<file path="src/rtl/offset_codec_stream.sv">
// offset_codec_stream: keyed offset encode/decode over a
// two-stage valid/ready pipeline with a saturating word counter.
module offset_codec_stream #(
  parameter  int HALF_W = 4,
  parameter  int CNT_W  = 16,
  localparam int W      = 2*HALF_W
) (
  input  logic              clk,
  input  logic              rst_n,
  input  logic              key_load,
  input  logic [W-1:0]      key_a,
  input  logic [W-1:0]      key_b,
  input  logic              in_valid,
  output logic              in_ready,
  input  logic              in_mode,
  input  logic [HALF_W-1:0] in_x,
  input  logic [HALF_W-1:0] in_y,
  input  logic [W-1:0]      in_data,
  output logic              out_valid,
  input  logic              out_ready,
  output logic              out_mode,
  output logic [W-1:0]      out_data,
  output logic [HALF_W-1:0] out_x,
  output logic [HALF_W-1:0] out_y,
  output logic              key_err,
  output logic [CNT_W-1:0]  word_cnt,
  input  logic              cnt_clr
);

  logic         s1_valid;
  logic         s1_mode;
  logic [W-1:0] s1_word;
  logic [W-1:0] s1_off;
  logic [W-1:0] a_reg;
  logic [W-1:0] b_reg;
  logic [W-1:0] res;
  logic         s1_load;
  logic         s2_load;
  logic         accept;
  logic         key_ok;

  assign s2_load  = !out_valid || out_ready;
  assign s1_load  = !s1_valid || s2_load;
  assign in_ready = !s1_valid || !out_valid || out_ready;
  assign accept   = in_valid && in_ready;
  assign key_ok   = key_load && !s1_valid && !out_valid && !accept;
  assign res      = s1_mode ? s1_word - s1_off : s1_word + s1_off;

  // S1: capture operand (inverted nibbles for encode) and A-B
  always_ff @(posedge clk or negedge rst_n) begin
    if (!rst_n) begin
      s1_valid <= 1'b0;
      s1_mode  <= 1'b0;
      s1_word  <= '0;
      s1_off   <= '0;
    end else if (s1_load) begin
      s1_valid <= accept;
      if (accept) begin
        s1_mode <= in_mode;
        s1_word <= in_mode ? in_data : {~in_x, ~in_y};
        s1_off  <= a_reg - b_reg;
      end
    end
  end

  // S2: result register, held while downstream stalls
  always_ff @(posedge clk or negedge rst_n) begin
    if (!rst_n) begin
      out_valid <= 1'b0;
      out_mode  <= 1'b0;
      out_data  <= '0;
      out_x     <= '0;
      out_y     <= '0;
    end else if (s2_load) begin
      out_valid <= s1_valid;
      if (s1_valid) begin
        out_mode <= s1_mode;
        out_data <= res;
        out_x    <= s1_mode ? ~res[W-1:HALF_W] : '0;
        out_y    <= s1_mode ? ~res[HALF_W-1:0] : '0;
      end
    end
  end

  // Key registers: load only into an idle pipeline
  always_ff @(posedge clk or negedge rst_n) begin
    if (!rst_n) begin
      a_reg   <= '0;
      b_reg   <= '0;
      key_err <= 1'b0;
    end else begin
      key_err <= key_load && !key_ok;
      if (key_ok) begin
        a_reg <= key_a;
        b_reg <= key_b;
      end
    end
  end

  // Saturating handshake counter, clear has priority
  always_ff @(posedge clk or negedge rst_n) begin
    if (!rst_n) begin
      word_cnt <= '0;
    end else if (cnt_clr) begin
      word_cnt <= '0;
    end else if (out_valid && out_ready && !(&word_cnt)) begin
      word_cnt <= word_cnt + CNT_W'(1);
    end
  end

endmodule

</file>
<file path="config.mk">
export PLATFORM = sky130hd
export DESIGN_NAME = offset_codec_stream
export DESIGN_NICKNAME = d
export VERILOG_FILES = /design/src/rtl/offset_codec_stream.sv
export SDC_FILE = /design/constraint.sdc
export NUM_CORES = 1
export LEC_CHECK = 0
export ABC_AREA = 1
export CORE_ASPECT_RATIO = 1.75
export CORE_UTILIZATION = 52
export DETAILED_ROUTE_END_ITERATION = 10
export PLACE_DENSITY = 0.92
export REMOVE_ABC_BUFFERS = 1
export SYNTH_ARGS = -nofsm -noshare
export SYNTH_HDL_FRONTEND = slang
export SYNTH_SLANG_ARGS = --single-unit
</file>
<file path="constraint.sdc">
create_clock -name clk -period 2.3 [get_ports clk]
set_input_delay 0.46 -clock clk [delete_from_list [all_inputs] [get_ports clk]]
set_output_delay 0.46 -clock clk [all_outputs]
set_load 0.1 [all_outputs]
</file>
## After elaboration in Yosys (flattened, before gate mapping)

Cells that the tools add are included.

| storage, ports and cells | value |
|---|---|
| flip-flop bits (word level) | 69 |
| input port bits | 39 |
| logic and storage cells | 47 |

| operators by class | value |
|---|---|
| add/subtract/negate cells | 4 |
| mux-type cells | 6 |
| bitwise operators | 4 |
| reduce and logical (&&, ||, !) cells | 20 |

Operator list:

| operator | number |
|---|---|
| two-way mux 16 bit | 2 |
| adder 16 x 1 -> 16 bit (second input constant) | 1 |
| two-way mux 8 bit | 2 |
| NOT 4 bit | 4 |
| AND reduction 16 bit | 1 |
| subtractor 8 bit | 2 |
| adder 8 bit | 1 |
| two-way mux 4 bit | 2 |
| logical AND 1 bit | 7 |
| zero test 1 bit | 5 |
| logical OR 1 bit | 4 |
| AND reduction 2 bit | 2 |
| nonzero test 2 bit | 1 |

## Logic depth before layout (Yosys ltp)

| logic depth | value |
|---|---|
| depth in word-level cells | 8 |
| depth in mapped cells | 18 |

## Worst setup path after synthesis

OpenSTA, ideal clock, no wires.

| path | value |
|---|---|
| kind | register to register |
| from | register word_cnt[0] |
| to | register word_cnt[2] |
| setup time | 0.083 ns |
| arrival | 2.192 ns |
| required time | 2.217 ns |
| setup slack | 0.025 ns |
| stages on the path, launching flop included | 11 |
| path buffers | 1 |
| path through | dfrtp_1 > ha_1 > inv_1 > nor2_1 > nand2_1 > nor2_2 > nor2_4 > nor2_8 > buf_8 > nand2_1 > o21ai_0 |

| on the way | value |
|---|---|
| longest elaborated chain between the ends | 4 |
| elaborated cells between the ends (all ways) | 7 |

Ends and longest elaborated chain:

| what | line | RTL |
|---|---|---|
| start, declared | 26 | `output logic [CNT_W-1:0] word_cnt,` |
| start signal, assigned | 107 | `word_cnt <= word_cnt + CNT_W'(1);` |
| branches (longest 4 deep; another with adder 16 x 1 -> 16 bit) | -- |  |

Parallel ways; which one is timed is not known. The select of a mux whose other input is x is not followed.
A chain may end at the register's enable or synchronous reset.

## Final worst setup path

| path | value |
|---|---|
| from | register s1_off[0] |
| to | register out_x[3] |

| on the way | value |
|---|---|
| longest elaborated chain between the ends | 4 |
| elaborated cells between the ends (all ways) | 5 |

Ends and longest elaborated chain:

| what | line | RTL |
|---|---|---|
| start, declared | 33 | `logic [W-1:0] s1_off;` |
| start signal, assigned | 61 | `s1_off <= a_reg - b_reg;` |
| adder 8 bit or subtractor 8 bit (tied branches) | 47 | `assign res = s1_mode ? s1_word - s1_off : s1_word + s1_off;` |
| two-way mux 8 bit * | 47 |  |
| NOT 4 bit * | 79 | `out_x <= s1_mode ? ~res[W-1:HALF_W] : '0;` |
| two-way mux 4 bit * | 79 |  |
| end signal, assigned | 79 |  |
| end, declared | 23 | `output logic [HALF_W-1:0] out_x,` |

Mark *: on every way between the ends. The rest lies on a longest branch, timed or not.

==> out/summary.md <==
The via count of the first global-routing pass came out at 3,490. The worst register-to-register path ends at out_x[3]. The finished cells cover 5180 µm². Length in cells of the worst reg-to-reg path: 16. The data required time of the worst path was 2540 ps; the count of boundary I/O pins was 75.

The floorplan step set the die height to 117 µm. The origin of the critical flop-to-flop path was s1_off[0]. The flip-flop and latch area was 1730 µm². The slowest stage of the critical path is the dfrtp_1 cell. The logs give 515 µm for the detailed-routed wire length on met3 and 0 for the final count of pins violating max slew. In this design, the stage delay of the slowest critical-path cell is 390 ps.

From synthesis to final layout, the design area changed by 32.3%. The synthesis-stage register bit count is 69. Most common cell type on the critical path: nand2_2. After the first detailed-routing iteration, the DRC count stood at 272. On the final layout, the worst clock skew is 7.34 ps. The register with the most flip-flops was word_cnt.

For this run, the top clock speed supported by timing is 0.442 GHz. The actual slew at the worst max-slew pin is 562 ps, and the number of buffers on the longest clock path is 2. The multi-input combinational cells in the finished layout cover a total of 2060 µm².

The logs give 70 for the maximum number of pins on one net before global-route repair and 0.250 for the overall track demand over capacity in global routing. The worst setup timing slack at the placement stage came out at -52.9 ps. Counting the fill cells in the layout gives 520. The flip-flop count of the largest register, all copies and words added is 16.

The tools report the clock latency on the worst-skew pair as 340 ps. Wires add up to 9.77 mm. The worst-case IR drop observed on VDD is 738 µV. The flow ran to the end, and the final reports show no timing, DRC or antenna violations. Summed over all cells, the static leakage comes to 2.54 nW. For this run, the detailed router's first-pass iteration total came to 5. H-tree depth: 3.

TritonCTS built the clock tree. In the post-route analysis, the smallest setup slack over all paths is 35.3 ps. The cell type with the highest aggregate area in the netlist is dfrtp_1. In this run, CTS created clock tree buffers numbering 9. Summed over all nets, the half-perimeter wirelength after detailed placement is 6.67 mm. The tool flagged a number of max-cap violations equal to 0.

The run gives 0 as the initial antenna violation count. The proportion of netlist area held by the largest area contributor works out to 0.441. The worst setup path is of the reg -> reg kind.

The detail-routed via count per cell was 5.51. The die covers 7890 µm². The post-synthesis cell type count was 28; the layout cell share with drive strength beyond 1 was 0.195.

The run gives 0.441 as the proportion of synthesized chip area in sequential cells. The average footprint of a synthesized cell was 7.86 µm². The worst-case headroom to the max-slew limit was 0.625.

For the number of hold violations in the final report, the log shows 0. The run gives 0 as the residual DRC count. Setup repair after global routing could not meet its margin everywhere. For this run, the number of Yosys warnings is 0.

Once detail routing completed, the nets flagged for antenna violations numbered 0. The antenna diode count was 0. The worst setup path is captured at a register. The clock period minus final worst setup slack is 2260 ps, and the hold buffer count at cts is 0. At the end of routability-driven placement, the weighted congestion stood at 0.866.

The run gives 0 as the total grt overflow. The routed length on met2 is 5.31 mm. The classification of the worst-slack hold path was in -> async.

The first-pass GRT wire length came out at 14.7 mm. Port buffering added 74 buffers. The worst setup path is launched from a register.

The via count was 3,718. The final net count is 641. In this run the core area contains 41 standard-cell rows. The ratio of total power to cell area is 1340 nW/µm². The placed instance area was 4680 µm²; the number of clock sinks was 69. Data arrives at the worst endpoint at 2500 ps. Setup violations remaining at the end of the flow were counted as 0. The post-synthesis instance area was 3910 µm². The width of the die is 67.6 µm, and the final critical-path share of the clock period is 0.985. Of all nets on the critical path, the largest fanout is 4.

The tools report the root buffer cell as clkbuf_16. The signal on the critical path passes through inv_1 -> ha_2 -> inv_2 -> nor2_4 -> a21oi_2 -> xor2_1 -> inv_1 -> ha_4 -> nand2_1 -> nand2_2 -> nand2_2 -> nand2_2 -> a21oi_2 -> nand3_1 -> nand3_1 -> nand2_1. The cell count after synthesis was 498. Wire length per cell: 14.5 µm. Ranked by total cell area, the synthesized netlist is headed by dfrtp_1 44%, nand2_1 15%, inv_1 5.4%. Across all register-to-register paths, the minimum setup slack is 40 ps. The highest metal layer carrying signal wires in the routed design is met4. The run gives 0.541 as the initial core utilization.

Clock-pin slew was measured on the worst setup and hold paths at 60 ps. The logs give 7230 µm² for the placeable core region and 3.62 mm for the wire length the detailed router placed on met1.
layout by cell type (no fill, tap or decap), drive strengths merged:
cell	instances
a21boi	1
a21oi	20
a22o	2
and2	1
buf	49
bufinv	1
clkbuf	13
clkdlybuf4s50	37
clkinv	1
clkinvlp	1
dfrtp	69
fa	2
ha	16
inv	56
mux2	8
nand2	155
nand3	37
nand3b	4
nand4	8
nor2	41
o211ai	2
o21a	1
o21ai	41
o21bai	5
or2	4
xnor2	5
xor2	9
cell type report:
type	count	share of cell area
multi-input combinational	362	0.398
sequential	69	0.333
timing repair buffer	86	0.147
clock buffer	13	0.0522
inverter	56	0.0406
tap	86	0.0208
clock inverter	3	0.00821
synth_stat cells (all sizes together):
cell type / count
xor2: 9
mux2: 8
and2: 1
ha: 16
o21bai: 5
nand3: 37
dfrtp: 69
a21boi: 1
o21a: 1
inv: 56
a21oi: 20
nand3b: 4
nor2: 41
a22o: 2
or2: 4
nand2: 155
buf: 3
xnor2: 5
nand4: 8
fa: 2
o211ai: 2
o21ai: 41
clkbuf: 8
through the flow:
stage / hold slack (ps) / setup TNS (ps) / std cells / util / power (mW)
floorplan: 164 / 0 / 487 / - / 4.09
global placement: 464 / 0 / 654 / 0.647 / 4.70
detailed placement: 473 / -72.2 / 654 / 0.647 / 4.84
CTS: 154 / 0 / 670 / 0.693 / 6.36
global route: 160 / -628 / 675 / 0.716 / 7.30
finish: 135 / 0 / 675 / 0.716 / 6.93
worst max-delay path, delay by kind of cell (launching register included):
kind	cells	cell delay [ps]
AND/OR/NAND/NOR	8	710
adder cells (fa/ha/maj)	2	460
flip-flops	1	390
buffers and inverters	3	230
AO/OA/AOI/OAI	2	200
XOR/XNOR	1	160
what timing repair did:
item,4_1_cts,5_1_grt
gates resized for setup,4,38
setup buffers,0,5
pin swaps,0,16
endpoints found under the setup margin,4,8
gates cloned,0,0
cell families (layout without fill, tap and decap cells):
kind of cell / count (synthesis) / count (layout) / share of synthesized area
AOI/OAI and AO/OA: 72 / 72 / 0.102
muxes: 8 / 8 / 0.0230
DFF: 69 / 69 / 0.441
buffers and inverters: 67 / 158 / 0.0703
and+or+nand+nor: 250 / 250 / 0.271
adders and majority gates: 18 / 18 / 0.0614
xor gates and xnor gates: 14 / 14 / 0.0313
worst max-delay path by stage:
| stage | slack, ps | to | start | depth (start not counted) |
|---|---|---|---|---|
| 2_1_floorplan | 30 | word_cnt[11] | word_cnt[0] | 8 |
| 3_3_place_gp | 60 | out_x[3] | s1_off[0] | 17 |
| 3_5_place_dp | -50 | out_x[3] | s1_off[0] | 17 |
| 4_1_cts | 10 | out_data[5] | s1_off[1] | 14 |
| 5_1_grt | -120 | out_data[5] | s1_off[0] | 15 |
| 6_report | 40 | out_x[3] | s1_off[0] | 16 |
routing by layer:
| layer | vias up | global-route usage |
|---|---|---|
| met5 | - | 0 |
| met4 | 0 | 0.145 |
| met3 | 31 | 0.0498 |
| met2 | 149 | 0.450 |
| met1 | 1758 | 0.258 |
| li1 | 1780 | - |
report_power, final:
part | internal, mW | switching, mW
sequential | 1.51 | 0.205
combinational | 1.23 | 2.52
clock | 0.926 | 0.523
total | 3.68 | 3.25
Power figures use the tool's default switching activity.
